[config.mk]
export PLATFORM = sky130hd
export DESIGN_NAME = mem_port_arbiter
export DESIGN_NICKNAME = d
export VERILOG_FILES = /design/src/rtl/mem_port_arbiter.sv
export SDC_FILE = /design/constraint.sdc
export NUM_CORES = 1
export LEC_CHECK = 0
export ABC_AREA = 1
export CORE_AREA = 2 2 100 102
export CTS_CLUSTER_DIAMETER = 200
export DETAILED_ROUTE_END_ITERATION = 6
export DIE_AREA = 0 0 102 104
export PLACE_DENSITY = 0.72
export SKIP_CTS_REPAIR_TIMING = 1
export SLEW_MARGIN = 20
export SYNTH_ARGS = -nofsm -noshare
export SYNTH_HDL_FRONTEND = slang
export SYNTH_SLANG_ARGS = --single-unit
[constraint.sdc]
create_clock -name clk -period 4.03 [get_ports clk]
set_input_delay 0.6045 -clock clk [delete_from_list [all_inputs] [get_ports clk]]
set_output_delay 0.6045 -clock clk [all_outputs]
set_load 0.01 [all_outputs]
[src/rtl/mem_port_arbiter.sv]
// Arbiter sharing one single-port word memory between instruction fetch and load/store.
// Data has priority; fetch is forced through after MAX_D_RUN consecutive data wins.
module mem_port_arbiter #(
    parameter int ADDR_W    = 30,
    parameter int DATA_W    = 32,
    parameter int MAX_D_RUN = 4
) (
    input  logic              clk,
    input  logic              rst,
    input  logic              jisr,
    input  logic              if_req,
    input  logic [ADDR_W-1:0] if_addr,
    output logic              if_gnt,
    output logic              if_rvalid,
    output logic [DATA_W-1:0] if_rdata,
    input  logic              d_req,
    input  logic              d_we,
    input  logic [ADDR_W-1:0] d_addr,
    input  logic [DATA_W-1:0] d_wdata,
    output logic              d_gnt,
    output logic              d_rvalid,
    output logic [DATA_W-1:0] d_rdata,
    output logic [ADDR_W-1:0] mem_addr,
    output logic [DATA_W-1:0] mem_wdata,
    output logic              mem_wren,
    output logic              mem_rren,
    input  logic [DATA_W-1:0] mem_rdata
);

    typedef enum logic [1:0] {
        IDLE      = 2'd0,
        RESP_IF   = 2'd1,
        RESP_D    = 2'd2,
        RESP_KILL = 2'd3
    } state_t;

    localparam logic [3:0] RUN_MAX = 4'(MAX_D_RUN);

    state_t     state_r;
    state_t     state_nx_s;
    logic [3:0] run_cnt_r;
    logic [3:0] run_cnt_nx_s;
    logic       fetch_ok_s;
    logic       grant_if_s;
    logic       grant_d_s;

    // Grant selection: data first, fetch forced once the data run hits its cap.
    always_comb begin
        fetch_ok_s = if_req & ~jisr;
        grant_if_s = 1'b0;
        grant_d_s  = 1'b0;
        if (rst) begin
            grant_if_s = 1'b0;
            grant_d_s  = 1'b0;
        end else if (fetch_ok_s && d_req) begin
            if (run_cnt_r == RUN_MAX) begin
                grant_if_s = 1'b1;
            end else begin
                grant_d_s = 1'b1;
            end
        end else if (fetch_ok_s) begin
            grant_if_s = 1'b1;
        end else if (d_req) begin
            grant_d_s = 1'b1;
        end else begin
            grant_if_s = 1'b0;
            grant_d_s  = 1'b0;
        end
        if_gnt = grant_if_s;
        d_gnt  = grant_d_s;
    end

    // Memory port drive for the granted request; address and data park at zero when idle.
    always_comb begin
        mem_addr  = '0;
        mem_wdata = '0;
        mem_wren  = 1'b0;
        mem_rren  = 1'b0;
        if (grant_if_s) begin
            mem_addr = if_addr;
            mem_rren = 1'b1;
        end else if (grant_d_s) begin
            mem_addr = d_addr;
            if (d_we) begin
                mem_wren  = 1'b1;
                mem_wdata = d_wdata;
            end else begin
                mem_rren = 1'b1;
            end
        end else begin
            mem_addr = '0;
        end
    end

    // Response routing from the outstanding-owner state; a flush in the response cycle drops fetch data.
    always_comb begin
        if_rvalid = 1'b0;
        d_rvalid  = 1'b0;
        if_rdata  = mem_rdata;
        d_rdata   = mem_rdata;
        case (state_r)
            RESP_IF:   if_rvalid = ~rst & ~jisr;
            RESP_D:    d_rvalid  = ~rst;
            RESP_KILL: if_rvalid = 1'b0;
            IDLE:      d_rvalid  = 1'b0;
            default:   d_rvalid  = 1'b0;
        endcase
    end

    // Next owner and data-run counter; a flushed fetch parks in RESP_KILL only when nothing new issues.
    always_comb begin
        state_nx_s   = IDLE;
        run_cnt_nx_s = run_cnt_r;
        if (grant_if_s) begin
            state_nx_s = RESP_IF;
        end else if (grant_d_s && !d_we) begin
            state_nx_s = RESP_D;
        end else if ((state_r == RESP_IF) && jisr && !grant_d_s) begin
            state_nx_s = RESP_KILL;
        end else begin
            state_nx_s = IDLE;
        end

        if (!if_req || grant_if_s) begin
            run_cnt_nx_s = 4'd0;
        end else if (grant_d_s) begin
            run_cnt_nx_s = (run_cnt_r == RUN_MAX) ? run_cnt_r : run_cnt_r + 4'd1;
        end else begin
            run_cnt_nx_s = run_cnt_r;
        end
    end

    // State registers with synchronous reset.
    always_ff @(posedge clk) begin
        if (rst) begin
            state_r   <= IDLE;
            run_cnt_r <= 4'd0;
        end else begin
            state_r   <= state_nx_s;
            run_cnt_r <= run_cnt_nx_s;
        end
    end

endmodule
==> flow_summary.yaml <==
outcome:
  status: "complete, no violations"
logic_synthesis:
  synth_fp_nets: 431
  ys_seq_area_share_pct: 7.63
  synth_top_family_by_area: "simple AND/OR/NAND/NOR gates"
  synth.area.top_cells: "nand2_1, buf_4, nor2_1"
  yosys_warnings: 0
  syn-instance-count: 299
  ys_types: 19
  synthMuxAreaShare_pct: 0
  synth_xor_area_share_pct: 0
  avgSynthCellArea_um2: 5.27
  synth-simple-area-share_pct: 49.2
  syn_area_um2: 1580
  ys_ff_latch: 6
  synth_top_area_share_pct: 33.4
  yosys.area.top_type: "nand2_1"
  synth_compound_area_share_pct: 1.27
  synth_fa_ha_area_share_pct: 1.59
die:
  ioPinCount: 262
  rows: 36
  initial_core_util_pct: 16.5
  dieArea_um2: 10600
  coreArea_um2: 9550
  die_x_um: 102
  die_h_um: 104
layout:
  fillers: 1029
  area_growth_pct: 82.3
  layout_commonest_cell: "clkdlybuf4s50_1"
  final_cell_mix: "clkdlybuf4s50_1, nand2_1, nor2_1"
  nNetsFinal: 526
  fin_area_um2: 2870
  antenna_cells: 0
  drive_gt1_share_pct: 3.32
sta:
  finalCriticalPeriod_ns: 3.33
  clock_skew_ns: 0.00118
  worst-slew-pin-transition_ns: 0.484
  slew_violations: 0
  min_period_over_period_pct: 82.5
  max_freq_mhz: 301
  final_hold_viol_count: 0
  finalSetupViolCount: 0
  relSlewSlack_pct: 67.7
  rsz0062_at_grt: "false"
  tns_ns: 0
  whs_ns: 0.569
drt:
  drc: 0
  antenna_left: 0
  via_per_inst: 3.89
  drt_iter0_drc: 55
  wl_per_cell_um: 11.2
  num_vias: 2042
  routed_wirelength_um: 5900
  drtPass1Iterations: 5
clock_tree:
  clock-sinks: 6
  clock_path_buffers: 2
  cts_max_level: 1
  cts_root_buf: "clkbuf_8"
  path_clk_slew_ns: 0.03
  clk_latency_ns: 0.22
  cts_tree: "yes"
  numCtsBuffers: 3
setup_path:
  cp-end-kind: "output pin"
  critPathRequiredTime_ns: 3.43
  crit_fanout: 31
  startpoint_type: "input port"
  r2r_setup_slack_ns: 2.69
  arrival_ns: 2.72
  critPathKind: "input port to output pin"
power:
  seqPwrFrac_pct: 16.8
  vdd_ir_drop_max_mv: 0.0865
  p_leak_nw: 1.22
  power.internal_mw: 0.266
  switching_share_pct: 27.4
  pwr_density_cell_nw_per_um2: 127
  pwr-share-comb_pct: 59.8
  netSwitchingPower_mw: 0.100
  p_clk_share_pct: 23.4
  power_mw: 0.366
global_routing:
  grt_pass1_vias: 1790
  grt_start_max_net_pins: 33
  grt.total_usage_pct: 9.43
  antenna_found_initial: 0
  grt_remaining_overflow: 0
  grt_pass1_wl_um: 8250
placed_design:
  io_buffers: 165
  postPlaceCellArea_um2: 2830
  gp_congestion: 0.784
  place_hpwl_um: 5080
run:
  maxCapViolations: 0
worst_hold_path:
  hp-class: "flip-flop to flip-flop"
## state kept, by name, indices dropped and copies added, names as in the netlist
name / cells
run_cnt_r: 4
state_r: 2
## critical path, cell delays in order
cell	delay [ns]
clkdlybuf4s50_1	0.51
inv_1	0.08
nor2_4	0.19
nand2_4	0.15
inv_2	0.39
nand2_1	0.11
nand2_1	0.12
clkdlybuf4s50_1	0.54
## layer usage
metal	GRT usage, %	wire length [um]
met5	0	0
met4	2.48	74
met3	4.91	1010
met2	18.6	2900
met1	7.95	1920
## cells by family after synthesis
logic type | count (synthesis)
adders and majority gates | 2
and+or+nand+nor | 195
DFF | 6
AOI/OAI and AO/OA | 4
buffers and inverters | 92
## metrics by stage
stage               cells  worst slack [ns]  util [%]
global route          525             0.516      30.1
finish                525             0.704      30.1
global placement      522             0.734      29.6
detailed placement    522             0.672      29.6
CTS                   525             0.670      30.1
floorplan             299              2.11         -
## final timing paths
| path | to | cells after the start | start |
|---|---|---|---|
| worst min register to register | run_cnt_r[1]$_SDFFE_PP0P_ | 4 | run_cnt_r[1]$_SDFFE_PP0P_ |
| worst max-delay path | mem_addr[4] | 8 | d_req |
| worst max register to register | run_cnt_r[3]$_SDFFE_PP0P_ | 7 | run_cnt_r[0]$_SDFFE_PP0P_ |
| worst min-delay path | run_cnt_r[1]$_SDFFE_PP0P_ | 4 | run_cnt_r[1]$_SDFFE_PP0P_ |
## synth_stat cells, drive strengths merged
cell type	instances
nand2	142
buf	73
nor2	41
inv	15
nand3	9
dfxtp	6
clkbuf	4
a21oi	3
ha	2
nor3	2
nand4	1
o21ai	1
## power groups by stage
stage | clock network (mW) | logic [mW] | registers, mW
CTS | 0.0882 | 0.221 | 0.0614
floorplan | 0 | 0.133 | 0.0621
finish | 0.0855 | 0.219 | 0.0615
global placement | 0 | 0.218 | 0.0622
detailed placement | 0 | 0.220 | 0.0623
global route | 0.0914 | 0.236 | 0.0615
## cell type report
type | count | area (um^2) | share of cell area, %
Tap cell | 133 | 166 | 5.80
Sequential cell | 6 | 120 | 4.18
Multi-Input combinational cell | 201 | 821 | 28.6
Inverter | 15 | 56.3 | 1.96
Timing Repair Buffer | 167 | 1670 | 58.0
Clock buffer | 3 | 41.3 | 1.44
Note: power is estimated with default switching activity, not from simulation.
